[config.mk]
export PLATFORM = sky130hd
export DESIGN_NAME = montgomery_mult_serial
export DESIGN_NICKNAME = d
export VERILOG_FILES = /design/src/rtl/mont_pkg.sv /design/src/rtl/montgomery_mult_serial.sv
export SDC_FILE = /design/constraint.sdc
export NUM_CORES = 1
export LEC_CHECK = 0
export BUFFER_PORTS_ARGS = -buffer_cell sky130_fd_sc_hd__buf_2
export CAP_MARGIN = 20
export CORE_ASPECT_RATIO = 1.1
export CORE_MARGIN = 2
export CORE_UTILIZATION = 50
export DETAILED_ROUTE_END_ITERATION = 7
export GPL_ROUTABILITY_DRIVEN = 1
export PLACE_DENSITY = 0.74
export REMOVE_ABC_BUFFERS = 1
export SYNTH_ARGS = -nofsm -noshare
export SYNTH_HDL_FRONTEND = slang
export SYNTH_SLANG_ARGS = --single-unit
[constraint.sdc]
create_clock -name clk -period 6.9 [get_ports clk]
set_input_delay 0.69 -clock clk [delete_from_list [all_inputs] [get_ports clk]]
set_output_delay 0.69 -clock clk [all_outputs]
set_load 0.05 [all_outputs]
[src/rtl/mont_pkg.sv]
// Shared types and the single Montgomery iteration step for montgomery_mult_serial.
// The step function works at a fixed maximum width; callers zero-extend and slice.
package mont_pkg;

    typedef enum logic [1:0] {
        IDLE    = 2'd0,
        CALC    = 2'd1,
        CORRECT = 2'd2,
        DONE    = 2'd3
    } mont_mult_state_t;

    localparam int MONT_MAX_W = 64;

    // One radix-2 iteration: add y when the x bit is set, make the sum even by
    // adding m if needed, then halve. Two headroom bits keep A + y + m from overflowing.
    function automatic logic [MONT_MAX_W+1:0] mont_step(
        input logic [MONT_MAX_W+1:0] a,
        input logic                  xbit,
        input logic [MONT_MAX_W-1:0] y,
        input logic [MONT_MAX_W-1:0] m
    );
        logic [MONT_MAX_W+1:0] s;
        s = a + (xbit ? {2'b00, y} : '0);
        if (s[0]) begin
            s = s + {2'b00, m};
        end
        return s >> 1;
    endfunction

endpackage

[src/rtl/montgomery_mult_serial.sv]
// Bit-serial radix-2 Montgomery multiplier: x*y*2^-W mod m, one iteration per clock,
// done W+1 cycles after the start edge. Optional operand checking under MONT_MULT_CHECK_EN.
import mont_pkg::*;

module montgomery_mult_serial #(
    parameter int WORD_WIDTH = 32
) (
    input  logic                  clk,
    input  logic                  reset,
    input  logic                  enable,
    output logic                  done,
    input  logic [WORD_WIDTH-1:0] m,
    input  logic [WORD_WIDTH-1:0] x,
    input  logic [WORD_WIDTH-1:0] y,
    input  logic [WORD_WIDTH:0]   R,
`ifdef MONT_MULT_CHECK_EN
    output logic                  operand_err,
`endif
    output logic [WORD_WIDTH-1:0] mult_result
);

    localparam int W  = WORD_WIDTH;
    localparam int CW = $clog2(WORD_WIDTH);
    localparam int SW = MONT_MAX_W + 2;

    mont_mult_state_t state_q, state_d;
    logic [CW-1:0]    cnt_q, cnt_d;
    logic [W+1:0]     a_q, a_d;
    logic [W-1:0]     xr_q, xr_d;
    logic [W-1:0]     yr_q, yr_d;
    logic [W-1:0]     mr_q, mr_d;
    logic [W-1:0]     mult_result_q, mult_result_d;
    logic             operand_err_q, operand_err_d;

    logic [SW-1:0]    step_full;
    logic [W+1:0]     a_sub;
    logic             bad_operands;
    logic             unused_bits;

`ifdef MONT_MULT_CHECK_EN
    assign bad_operands = ~m[0] || (x >= m) || (y >= m) || (R != {1'b1, {W{1'b0}}});
    assign unused_bits  = ^{step_full[SW-1:W+2], a_sub[W+1:W]};
    assign operand_err  = operand_err_q;
`else
    assign bad_operands = 1'b0;
    assign unused_bits  = ^{R, step_full[SW-1:W+2], a_sub[W+1:W], operand_err_q};
`endif

    assign done        = (state_q == DONE);
    assign mult_result = mult_result_q;

    always_comb begin
        state_d       = state_q;
        cnt_d         = cnt_q;
        a_d           = a_q;
        xr_d          = xr_q;
        yr_d          = yr_q;
        mr_d          = mr_q;
        mult_result_d = mult_result_q;
        operand_err_d = operand_err_q;

        step_full = mont_step(SW'(a_q), xr_q[cnt_q], MONT_MAX_W'(yr_q), MONT_MAX_W'(mr_q));
        a_sub     = a_q - {2'b00, mr_q};

        case (state_q)
            IDLE: begin
                if (enable) begin
                    xr_d          = x;
                    yr_d          = y;
                    mr_d          = m;
                    a_d           = '0;
                    cnt_d         = '0;
                    operand_err_d = 1'b0;
                    state_d       = CALC;
                    // Rejected operands bypass CALC; A stays 0 so CORRECT yields 0.
                    if (bad_operands) begin
                        operand_err_d = 1'b1;
                        mult_result_d = '0;
                        state_d       = CORRECT;
                    end
                end
            end
            CALC: begin
                a_d = step_full[W+1:0];
                if (cnt_q == CW'(W - 1)) begin
                    state_d = CORRECT;
                end else begin
                    cnt_d = cnt_q + 1'b1;
                end
            end
            CORRECT: begin
                mult_result_d = (a_q >= {2'b00, mr_q}) ? a_sub[W-1:0] : a_q[W-1:0];
                state_d       = DONE;
            end
            DONE: begin
                if (!enable) begin
                    state_d = IDLE;
                end
            end
            default: state_d = IDLE;
        endcase
    end

    always_ff @(posedge clk) begin
        if (reset) begin
            state_q       <= IDLE;
            cnt_q         <= '0;
            a_q           <= '0;
            xr_q          <= '0;
            yr_q          <= '0;
            mr_q          <= '0;
            mult_result_q <= '0;
            operand_err_q <= 1'b0;
        end else begin
            state_q       <= state_d;
            cnt_q         <= cnt_d;
            a_q           <= a_d;
            xr_q          <= xr_d;
            yr_q          <= yr_d;
            mr_q          <= mr_d;
            mult_result_q <= mult_result_d;
            operand_err_q <= operand_err_d;
        end
    end

endmodule

[After elaboration in Yosys (flattened, before gate mapping)]
Cells that the tools add are included.
Cells by class
  add/sub/neg operators: 4
  multiply operators: 0
  div/mod/pow operators: 0
  magnitude comparators: 2
  equal/unequal tests: 8
  shifts and indexed selects: 0
  muxes and demuxes: 14
  bitwise operators: 0
  reductions and logical operators: 6
Operators with widths (count)
  34-bit case mux with 2 select lines: 1
  32-bit two-way mux: 2
  34-bit by 32-bit adder with 35-bit output: 1
  35-bit by 32-bit adder with 35-bit output: 1
  35-bit two-way mux: 1
  34-bit by 32-bit >= comparator with 1-bit output: 1
  34-bit two-way mux: 1
  32-bit subtractor: 1
  5-bit two-way mux: 2
  5-bit case mux with 2 select lines: 1
  2-bit inequality test, second input constant: 4
  2-bit case mux with 4 select lines: 1
  5-bit by 6-bit < comparator with 1-bit output, second input constant: 1
  2-bit two-way mux: 3
  3-bit AND reduction: 2
  5-bit by 1-bit adder with 5-bit output, second input constant: 1
  1-bit binary-select mux with 5-bit select: 1
  5-bit equality test, second input constant: 1
  2-bit equality test, second input constant: 2
  2-bit AND reduction: 2
  2-bit by 1-bit equality test with 1-bit output, second input constant: 1
  2-bit logical NOT: 1
  2-bit nonzero test: 1
  1-bit two-way mux: 1
Word-level totals
  bits in registers: 169
  latch bits: 0
  bits in writable memories: 0
  bits in read-only memories: 0
  input bits: 132
  output and inout port bits: 33
  logic and storage cells: 41
  memories: 0

[Logic depth before layout (Yosys ltp)]
Gate-level depths: netlist (run 1).
  word-level depth: 7
  depth in mapped cells: 27
  mapped depth without buffers: 25

[Worst setup path after synthesis (run 1)]
OpenSTA, ideal clock, no wires.
  kind: reg-to-reg
  from: register cnt_q[0]
  to: register a_q[29]
  setup time: 122 ps
  data arrival time: 7071 ps
  setup slack: -293 ps
  stages on the path, launching flop included: 27
  path buffers: 2
  period minus slack after synthesis: 7193 ps
  cell sequence: dfxtp_1 -> buf_1 -> mux4_2 -> mux4_2 -> mux2i_1 -> clkbuf_1 -> nor2b_1 -> ha_1 -> fa_1 -> a211o_1 -> a2111oi_4 -> o31ai_2 -> a211o_1 -> a41o_1 -> a21o_1 -> a21oi_1 -> xnor2_1 -> ha_1 -> o21a_1 -> o211ai_1 -> a21oi_1 -> a2111oi_0 -> o31ai_1 -> a21oi_1 -> xor2_1 -> nor2_1 -> a221o_1
On the way
  longest elaborated chain between the ends: 7
Ends and longest elaborated chain
  start: declaration: RTL line montgomery_mult_serial.sv:27  | logic [CW-1:0] cnt_q, cnt_d;
  start signal: assignment: RTL line montgomery_mult_serial.sv:116  | cnt_q <= cnt_d;
  1-bit binary-select mux with 5-bit select (*): RTL line montgomery_mult_serial.sv:62  | step_full = mont_step(SW'(a_q), xr_q[cnt_q], MONT_MAX_W'(yr_q), MONT_MAX_W'(mr_q));
  1-bit two-way mux (not written as such) (*): RTL line montgomery_mult_serial.sv:62
  32-bit two-way mux (*): RTL line mont_pkg.sv:23  | s = a + (xbit ? {2'b00, y} : '0);
  34-bit by 32-bit adder with 35-bit output (*): RTL line mont_pkg.sv:23
  35-bit by 32-bit adder with 35-bit output: RTL line mont_pkg.sv:25  | s = s + {2'b00, m};
  35-bit two-way mux (*): RTL line mont_pkg.sv:24  | if (s[0]) begin
  34-bit case mux with 2 select lines (*): RTL line montgomery_mult_serial.sv:65  | case (state_q)
  end signal: assignment: RTL line montgomery_mult_serial.sv:108  | a_q <= '0;
  end signal: assignment: RTL line montgomery_mult_serial.sv:117  | a_q <= a_d;
  end: declaration: RTL line montgomery_mult_serial.sv:28  | logic [W+1:0] a_q, a_d;
Mark *: on every way between the ends. The rest lies on a longest branch, timed or not. The select of a mux whose other input is x is not followed.
A chain may end at the register's enable or synchronous reset.

[Worst setup path in the final report (run 1)]
Ends and elaborated chain as after synthesis.

==> summary.txt, run 1 <==
Yosys
  – Area share of the largest cell type after synthesis: 0.292
  – Post-synthesis async set-or-reset flop share: 0
  – Synthesis-stage register bit count: 169
  – Ys Warns: 0
  – Area contributors post-synth: dfxtp_1, ha_1, nand2_1
  – Syn_area_per_cell: 7.64 um^2
  – Distinct cells, synth: 68
  – Post-synth EDFFs: 0
  – Synth cell count leaders: nand2_1, a21oi_1, dfxtp_1
  – Synthesized area: 11600 um^2
  – Most frequent cell after synthesis: nand2_1
  – Top FF cell, synth: dfxtp_1
  – Gate Count Post-Synth: 1514
  – Cell taking the most area after synthesis: dfxtp_1
  – Sequential fraction of the synthesis area: 0.292

Die
  – Std-Cell Core Area: 22800 um^2
  – Starting density of the core: 0.508
  – Die Ht: 164 um
  – # IOs: 165
  – Die area: 24400 um^2
  – Die width: 149 um
  – Cell row count: 58

Route
  – WL/cell: 15.9 um
  – Via Count: 11.1k
  – Drt pass-1 iters: 8
  – 1st-iter DRT viols: 680
  – Vias per cell: 5.70
  – Residual DRC count: 0
  – Post-route ant nets: 0
  – Aggregate routed wire length: 30900 um

Global routing
  – Gr usage total: 0.252
  – Remaining global-route overflow: 0
  – Initial antenna violation count: 3
  – Global-route wire length before repair: 49700 um
  – Largest net degree at the start of global routing: 98
  – Vias in the first global route: 10.1k

Clock tree
  – Cts bufs inserted: 17
  – CTS H-tree depth: 4
  – Root Driver: clkbuf_16
  – Clk_lat worst skew: 0.44 ns
  – CTS Sinks: 169
  – Reg clk slew, reported paths: 0.07 ns
  – CTS Hold Buffers Added: 0
  – CTS Buffer Depth: 2
  – CTS tree: done

Run
  – Max cap viols: 0

Cells and area
  – Area Growth Syn to Fin: 15.0%
  – Final non-filler cell total: 1940
  – Share of cells above drive strength 1: 0.139
  – Nets: 1861

Critical path
  – CP Capture Type: flip-flop
  – WP data required: 7.23 ns
  – Critical path class: flip-flop to flip-flop
  – Crit path DAT: 7.01 ns
  – Worst-path fanout max: 8
  – Reg2reg path depth: 26
  – Startpoint types: flip-flop

Placement
  – Final Wtd Congestion: 0.989
  – Hpwl dp: 22700 um
  – Placed cell count: 1897
  – Port Buf Inserts: 131

STA
  – Setup TNS: 0 ns
  – Worst Max-Slew Pin Slew: 1.03 ns
  – Relative slew slack: 0.313
  – Final worst path period need: 6.68 ns
  – Final hold vios: 0
  – Fmax: 0.150 GHz
  – Final Max Slew Viols: 0
  – Final period util: 0.969
  – Final setup violation count: 0
  – Worst Skew: 0.0116 ns

Power
  – Leak: 5.78 nW
  – Power density over cell area: 311 nW/um^2
  – Max VDD drop: 0.000198 V

Run status
  – Status: finished clean

Hold path
  – Hold Crit Class: flip-flop to flip-flop
  – Worst hold path depth: 2
-- layer usage --
| layer | track usage | wire (um) | up-vias |
|---|---|---|---|
| met2 | 0.397 | 13600 | 364 |
| met4 | 0.0814 | 668 | 2 |
| li1 | - | - | 5585 |
| met1 | 0.347 | 14200 | 5050 |
| met3 | 0.0500 | 2370 | 59 |
| met5 | 0 | 7 | - |
-- final cells by class --
cell class / count / area, um^2
inverter: 61 / 229
clock buffer: 20 / 457
timing repair buffer: 161 / 926
antenna: 3 / 7.51
sequential: 169 / 3380
multi-input combinational: 1214 / 7770
fill: 2167 / 9470
tap: 300 / 375
clock inverter: 12 / 163
-- metrics by stage --
step	setup WS (ns)	instance area [um^2]	power, mW	hold WS, ns	utilization
after floorplan	-0.901	11300	2.62	0.426	-
after global routing	-0.0429	13300	4.40	0.470	0.584
final	0.215	13300	4.14	0.450	0.584
after global placement	-0.0737	12500	3.06	0.438	0.550
after CTS	0.0439	13200	4.12	0.450	0.578
after detailed placement	-0.185	12500	3.10	0.442	0.550
-- cells by family after synthesis --
kind of cell               Yosys count  synth area share
AOI/OAI and AO/OA                  450             0.247
xor gates and xnor gates            79            0.0604
adders and majority gates          105             0.115
buffers and inverters              131            0.0427
DFF                                169             0.292
muxes                               24            0.0316
and+or+nand+nor                    556             0.210
-- cell usage in the layout, fill, tap and decap left out, types with 14 or more instances in the layout --
| cell | n |
|---|---|
| nand2_1 | 298 |
| a21oi_1 | 208 |
| dfxtp_1 | 168 |
| buf_2 | 130 |
| nor2_1 | 112 |
| ha_1 | 100 |
| inv_1 | 60 |
| xnor2_1 | 47 |
| o21ai_0 | 42 |
| nor2b_1 | 41 |
| a21o_1 | 36 |
| xor2_1 | 31 |
| buf_4 | 28 |
| a311oi_1 | 24 |
| nand3_1 | 22 |
| clkbuf_16 | 18 |
| o21a_1 | 16 |
| nand2b_1 | 15 |
| o21bai_1 | 14 |
-- where the power goes --
| part | switching, mW | leakage [nW] | internal [mW] |
|---|---|---|---|
| registers | 0.124 | 1.38 | 1.16 |
| clock network | 0.431 | 0.298 | 0.594 |
| logic | 1.20 | 4.10 | 0.630 |
-- final timing paths --
| kind | endpoint | slack, ns | from |
|---|---|---|---|
| worst max-delay path | a_q[29] | 0.22 | cnt_q[0] |
| worst min-delay path | yr_q[12] | 0.45 | yr_q[12] |
| worst max register to register | a_q[29] | 0.22 | cnt_q[0] |
| worst min register to register | yr_q[12] | 0.45 | yr_q[12] |
-- critical path: stages, from the launching register on --
cell and delay, ns:
dfxtp_2 0.35, buf_12 0.14, mux4_2 0.50, mux4_2 0.51, mux2i_4 0.27, nor2b_1 0.09
ha_2 0.20, fa_1 0.39, a211o_1 0.31, a2111oi_4 0.43, o31ai_2 0.12, a211o_1 0.29
a41o_1 0.29, a21o_1 0.21, a21oi_2 0.15, xnor2_1 0.17, ha_1 0.31, o21a_1 0.22
o211ai_1 0.25, a21oi_2 0.13, a2111oi_4 0.31, buf_4 0.17, o31ai_2 0.09, a21oi_1 0.18
xor2_1 0.16, nor2_1 0.05, a221o_1 0.26
-- flip-flops by register name, summed over array words and instances, names as in the netlist --
name         cells
a_q             34
mr_q            32
mult_result     32
xr_q            32
yr_q            32
cnt_q            5
state_q          2
-- timing repair --
| action | CTS | global route |
|---|---|---|
| setup endpoints to repair | 5 | 7 |
| pin swaps | 0 | 11 |
| resized for setup | 4 | 12 |
| setup buffers | 0 | 7 |
| cloned | 0 | 1 |
(Power assumes the default switching activity.)
==> inputs of run 2 (changes only) <==
Settings changed: ABC_AREA set to 1, PLACE_DENSITY 0.74 to 0.73.
==> run 2 against run 1 <==
Net effect:
- final area is 13% higher
- final cell count is 38% higher
- sequential power hardly changed
- largest cell class unchanged
==> summary.txt, run 2 <==
Clock tree
  – Cts bufs inserted: 17 (unchanged)
  – CTS H-tree depth: 4 (unchanged)
  – CTS tree: done
  – Clk_lat worst skew: 0.45 ns (about the same)
  – CTS Sinks: 169 (unchanged)
  – Reg clk slew, reported paths: 0.08 ns (about the same)
  – Post-cts sizing count: 0 (-4)
  – Setup bufs post-CTS: 0 (unchanged)
  – CTS Buffer Depth: 2 (unchanged)
  – Root Driver: clkbuf_16
  – CTS Hold Buffers Added: 0 (unchanged)

Hold path
  – Hold_sp: yr_q[5]
  – Worst Hold Path EP: yr_q[5]
  – Worst hold path depth: 2 (unchanged)
  – Hold Crit Class: flip-flop to flip-flop

Critical path
  – R2r startpoint: cnt_q[0]
  – CP most frequent cell: nand2_1
  – Worst-path fanout max: 18 (+10)
  – Reg2reg path depth: 31 (+19%)
  – R2R setup slack: 0.71 ns (+0.49 ns)
  – Crit path DAT: 6.57 ns (-0.44 ns)
  – Critical path class: flip-flop to flip-flop
  – Crit path max-delay cell type: dfxtp_1
  – WP data required: 7.27 ns (+0.04 ns)
  – CP Capture Type: flip-flop
  – Startpoint types: flip-flop
  – Largest stage delay, worst path: 0.69 ns (+0.18 ns)
  – Reg2reg end: a_q[32]

Placement
  – Final Wtd Congestion: 0.974 (-1.5%)
  – Placed Area: 14500 um^2 (+15%)
  – Port Buf Inserts: 131 (unchanged)
  – Hpwl dp: 36000 um (+58%)
  – Post-Place Setup Slack: 0.869 ns (+1.05 ns)

Run status
  – Status: finished clean

Yosys
  – Synthesis-stage register bit count: 169 (unchanged)
  – Top FF cell, synth: dfxtp_1
  – Area contributors post-synth: dfxtp_1, nand2_1, ha_1
  – Ys Warns: 0 (unchanged)
  – Distinct cells, synth: 45 (-34%)
  – Gate Count Post-Synth: 2229 (+47%)
  – Synthesized area: 13600 um^2 (+17%)
  – Sequential fraction of the synthesis area: 0.249 (-0.0429)
  – Cell taking the most area after synthesis: dfxtp_1
  – Post-synthesis async set-or-reset flop share: 0 (unchanged)
  – Syn_area_per_cell: 6.09 um^2 (-20%)
  – Area share of the largest cell type after synthesis: 0.249 (-0.0429)
  – Post-synth EDFFs: 0 (unchanged)
  – Most frequent cell after synthesis: nand2_1
  – Synth cell count leaders: nand2_1, inv_1, nor2_1

STA
  – Fmax: 0.161 GHz (+7.9%)
  – Setup TNS: 0 ns (unchanged)
  – Post-route setup slack: 0.707 ns (+0.491 ns)
  – Final Max Slew Viols: 0 (unchanged)
  – Unrepaired setup endpoints after global routing: no
  – Final period util: 0.898 (-0.0712)
  – Final worst path period need: 6.19 ns (-0.491 ns)
  – Worst Skew: 0.0133 ns (+0.00168 ns)
  – Worst Max-Slew Pin Slew: 1.06 ns (+0.0304 ns)
  – Relative slew slack: 0.292 (-0.0210)
  – Final hold vios: 0 (unchanged)
  – Final setup violation count: 0 (unchanged)

Die
  – Die Ht: 177 um (+8.1%)
  – Die width: 161 um (+8.0%)
  – Cell row count: 63 (+8.6%)
  – Std-Cell Core Area: 26800 um^2 (+18%)
  – Starting density of the core: 0.506 (-0.00174)
  – # IOs: 165 (unchanged)
  – Die area: 28500 um^2 (+17%)

Global routing
  – Gr usage total: 0.319 (+0.0672)
  – Remaining global-route overflow: 0 (unchanged)
  – Initial antenna violation count: 0 (-3)
  – Vias in the first global route: 14.0k (+38%)
  – Largest net degree at the start of global routing: 103 (+5.1%)
  – Global-route wire length before repair: 71600 um (+44%)

Run
  – Max cap viols: 0 (unchanged)

Cells and area
  – Fill count: 2839 (+31%)
  – Share of cells above drive strength 1: 0.0852 (-0.0535)
  – Leading cell type in the layout, fill and taps excluded: nand2_1
  – Post-route cell area: 15100 um^2 (+13%)
  – Commonest cells after routing, fill and taps aside: nand2_1, inv_1, nor2_1
  – Largest register FFs: 34 (unchanged)
  – Nets: 2549 (+37%)
  – Area Growth Syn to Fin: 11.0%
  – Finished Core Util: 0.562 (-0.0226)
  – Top reg by flops: a_q
  – # diodes: 0 (-3)

Route
  – Met3 WL: 2370 um (+0.21%)
  – Met1 WL: 20000 um (+40%)
  – WL/cell: 16.9 um (+6.4%)
  – Residual DRC count: 0 (unchanged)
  – Post-route ant nets: 0 (unchanged)
  – Top layer in use: met4
  – 1st-iter DRT viols: 1267 (+86%)
  – Drt pass-1 iters: 7 (-1)
  – Metal2 WL: 21300 um (+57%)
  – Via Count: 14.8k (+34%)
  – Aggregate routed wire length: 45400 um (+47%)
  – Vias per cell: 5.51 (-3.3%)

Power
  – Power density over cell area: 322 nW/um^2 (+3.5%)
  – Leak: 7.21 nW (+25%)
  – Max VDD drop: 0.000216 V (+9.0%)
## run 2: changes by cell type after synthesis, moves of 34 or more
cell,delta
nand2_1,+208
o21ai_0,+122
inv_1,+238
nand4_1,+34
nor2b_1,-41
nor2_1,+151
nand3_1,+121
## run 2: final cells by class
| class | count | area (um^2) | share of cell area |
|---|---|---|---|
| tap | 357 | 447 | 0.0297 |
| sequential | 169 | 3380 | 0.225 |
| clock inverter | 15 | 171 | 0.0114 |
| multi-input combinational | 1666 | 8700 | 0.578 |
| timing repair buffer | 141 | 731 | 0.0485 |
| inverter | 317 | 1190 | 0.0791 |
| clock buffer | 17 | 425 | 0.0283 |
## run 2: where the power goes
group	internal [mW]	switching, mW	total [mW]
logic	0.768	1.79	2.56
clock network	0.487	0.490	0.978
registers	1.16	0.141	1.31
total	2.42	2.42	4.84
## run 2: how the worst max path moves through the flow
stage | start | slack, ns | depth (start not counted) | to
finish | cnt_q[0] | 0.71 | 31 | a_q[32]
global route | cnt_q[0] | 0.13 | 31 | a_q[32]
CTS | cnt_q[0] | 0.83 | 31 | a_q[32]
detailed placement | cnt_q[0] | 0.87 | 31 | a_q[32]
global placement | cnt_q[0] | 1.04 | 31 | a_q[32]
floorplan | cnt_q[0] | 1.48 | 31 | a_q[32]
## run 2: through the flow
step	cells	hold WS, ns	power (mW)
after global placement	2650	0.442	3.81
after global routing	2682	0.467	5.21
final	2682	0.453	4.84
after floorplan	2152	0.432	3.11
after detailed placement	2650	0.444	3.85
after CTS	2682	0.456	4.83
## run 2: metal layers
layer / vias to the layer above / GRT usage
li1: 7474 / -
met1: 6737 / 0.405
met2: 474 / 0.552
met3: 105 / 0.0366
met4: 0 / 0.132
met5: - / 0
## run 2: critical path: cells and delay by family, from the launching register on
kind | cells | cell delay [ns]
simple gates | 21 | 2.57
compound gates | 6 | 1.51
flops | 1 | 0.69
fa+ha+maj | 3 | 1.07
buf+inv | 1 | 0.27
## run 2: cells by family after synthesis
| group | after synthesis | share of synthesized area |
|---|---|---|
| AND/OR/NAND/NOR | 1004 | 0.308 |
| AO/OA/AOI/OAI | 514 | 0.205 |
| XOR/XNOR | 43 | 0.0278 |
| adder cells (fa/ha/maj) | 105 | 0.0985 |
| flip-flops | 169 | 0.249 |
| buffers and inverters | 394 | 0.111 |
==> inputs of run 3 (changes only) <==
Settings changed: CORE_MARGIN 2 to 5.
==> run 3 against run 2 <==
Net effect:
- clock skew shrank 0.00060 ns
- highest routed layer unchanged
- critical endpoint unchanged
- worst setup slack better by 0.21 ns
- first-iteration DRC count decreased by 3.9%
- sequential share of layout area about the same
- core utilization hardly changed
- final area increased by 0.22%
- total power up 0.57%
- final cell count about the same
- clock power is 6% higher
- sequential cell count stayed put
- count of clock-buffer cells in the layout up 1
==> summary.txt, run 3 (same netlist as run 2, synthesis figures left out) <==
Critical path
  – CP Capture Type: flip-flop
  – WP data required: 7.28 ns (about the same)
  – Startpoint types: flip-flop
  – Largest stage delay, worst path: 0.72 ns (+0.03 ns)
  – CP delay by family, top: simple AND/OR/NAND/NOR gates
  – Critical path class: flip-flop to flip-flop
  – Crit path DAT: 6.36 ns (-0.21 ns)
  – CP Buf/Inv Count: 1 (unchanged)
  – CP most frequent cell: nand2_1
  – Crit path max-delay cell type: dfxtp_1
  – Worst-path fanout max: 18 (unchanged)

Placement
  – Final Wtd Congestion: 1.00 (+3.1%)
  – Post-Place Setup Slack: 1.08 ns (+0.216 ns)
  – Placed Area: 14400 um^2 (about the same)
  – Hpwl dp: 34000 um (-5.3%)
  – Port Buf Inserts: 131 (unchanged)
  – Placed cell count: 2649 (-0.038%)

STA
  – Unrepaired setup endpoints after global routing: no
  – Post-route setup slack: 0.918 ns (+0.211 ns)
  – Final setup violation count: 0 (unchanged)
  – Worst Skew: 0.0127 ns (-0.000597 ns)
  – Hold WS: 0.452 ns (-0.000733 ns)
  – Relative slew slack: 0.314 (+0.0220)
  – Fmax: 0.167 GHz (+3.5%)
  – Setup TNS: 0 ns (unchanged)
  – Final hold vios: 0 (unchanged)
  – Final worst path period need: 5.98 ns (-0.211 ns)
  – Final period util: 0.867 (-0.0306)
  – Worst Max-Slew Pin Slew: 1.03 ns (-0.0343 ns)
  – Final Max Slew Viols: 0 (unchanged)

Die
  – Die width: 167 um (+3.7%)
  – Std-Cell Core Area: 26900 um^2 (+0.29%)
  – Die Ht: 183 um (+3.4%)
  – Starting density of the core: 0.505 (-0.00148)
  – # IOs: 165 (unchanged)
  – Cell row count: 63 (unchanged)
  – Die area: 30500 um^2 (+7.2%)

Run
  – Max cap viols: 0 (unchanged)

Route
  – WL/cell: 16.1 um (-5.0%)
  – Residual DRC count: 0 (unchanged)
  – Vias per cell: 5.50 (-0.25%)
  – Post-route ant nets: 0 (unchanged)
  – 1st-iter DRT viols: 1218 (-3.9%)
  – Drt pass-1 iters: 6 (-1)
  – Via Count: 14.7k (-0.29%)
  – Aggregate routed wire length: 43100 um (-5.0%)

Clock tree
  – Reg clk slew, reported paths: 0.07 ns (about the same)
  – Post-cts sizing count: 0 (unchanged)
  – CTS Buffer Depth: 2 (unchanged)
  – Setup bufs post-CTS: 0 (unchanged)
  – Clk_lat worst skew: 0.46 ns (about the same)
  – Root Driver: clkbuf_16
  – CTS Sinks: 169 (unchanged)
  – CTS tree: done
  – CTS Hold Buffers Added: 0 (unchanged)
  – Cts bufs inserted: 17 (unchanged)
  – CTS H-tree depth: 4 (unchanged)

Cells and area
  – Share of cells above drive strength 1: 0.0848 (-0.000394)
  – Commonest cells after routing, fill and taps aside: nand2_1, inv_1, nor2_1
  – Finished Core Util: 0.561 (about the same)
  – Top reg by flops: a_q
  – Final non-filler cell total: 2681 (-0.037%)
  – # diodes: 0 (unchanged)
  – Leading cell type in the layout, fill and taps excluded: nand2_1
  – Nets: 2548 (-0.039%)
  – Post-route cell area: 15100 um^2 (+0.22%)
  – Largest register FFs: 34 (unchanged)
  – Area Growth Syn to Fin: 11.2%

Power
  – Total power: 4.87 mW (+0.57%)
  – Power density over cell area: 323 nW/um^2 (+0.36%)
  – Leak: 7.23 nW (+0.26%)
  – Max VDD drop: 0.000227 V (+5.2%)

Run status
  – Status: finished clean

Global routing
  – Vias in the first global route: 14.0k (+0.51%)
  – Initial antenna violation count: 0 (unchanged)
  – Remaining global-route overflow: 0 (unchanged)
  – Global-route wire length before repair: 68800 um (-3.9%)
  – Largest net degree at the start of global routing: 105 (+1.9%)
  – Gr usage total: 0.276 (-0.0433)

Hold path
  – Hold Crit Class: flip-flop to flip-flop
==> run 3: worst reg2reg max path: cells and delay by family (launching register included) <==
family / cells / cell delay, ns
and+or+nand+nor: 21 / 2.57
DFF: 1 / 0.72
buffers and inverters: 1 / 0.28
AOI/OAI and AO/OA: 6 / 1.32
adders and majority gates: 3 / 1.04
==> run 3: path summary, 6_finish.rpt <==
path         cells past startpoint  endpoint  slack, ns      from
min                              2  yr_q[24]       0.45  yr_q[24]
min reg2reg                      2  yr_q[24]       0.45  yr_q[24]
max reg2reg                     31   a_q[32]       0.92  cnt_q[0]
max                             31   a_q[32]       0.92  cnt_q[0]
==> run 3: metal layers <==
metal | track usage | vias to the layer above | wire (um)
met1 | 0.357 | 6648 | 18700
li1 | - | 7482 | -
met5 | 0 | - | 0
met4 | 0.139 | 0 | 2150
met3 | 0.0317 | 115 | 2570
met2 | 0.459 | 502 | 19800
==> run 3: cell type report <==
cell class                      count  area (um^2)
Fill cell                        2764        11800
Inverter                          317         1190
Timing Repair Buffer              140          723
Tap cell                          357          447
Multi-Input combinational cell   1666         8700
Clock inverter                     14          198
Clock buffer                       18          439
Sequential cell                   169         3380
==> run 3: power breakdown <==
group | switching (mW) | leakage (nW) | total (mW) | internal, mW
registers | 0.140 | 1.38 | 1.31 | 1.17
clock network | 0.473 | 0.312 | 1.04 | 0.567
logic | 1.76 | 5.54 | 2.53 | 0.769
total | 2.37 | 7.23 | 4.87 | 2.50
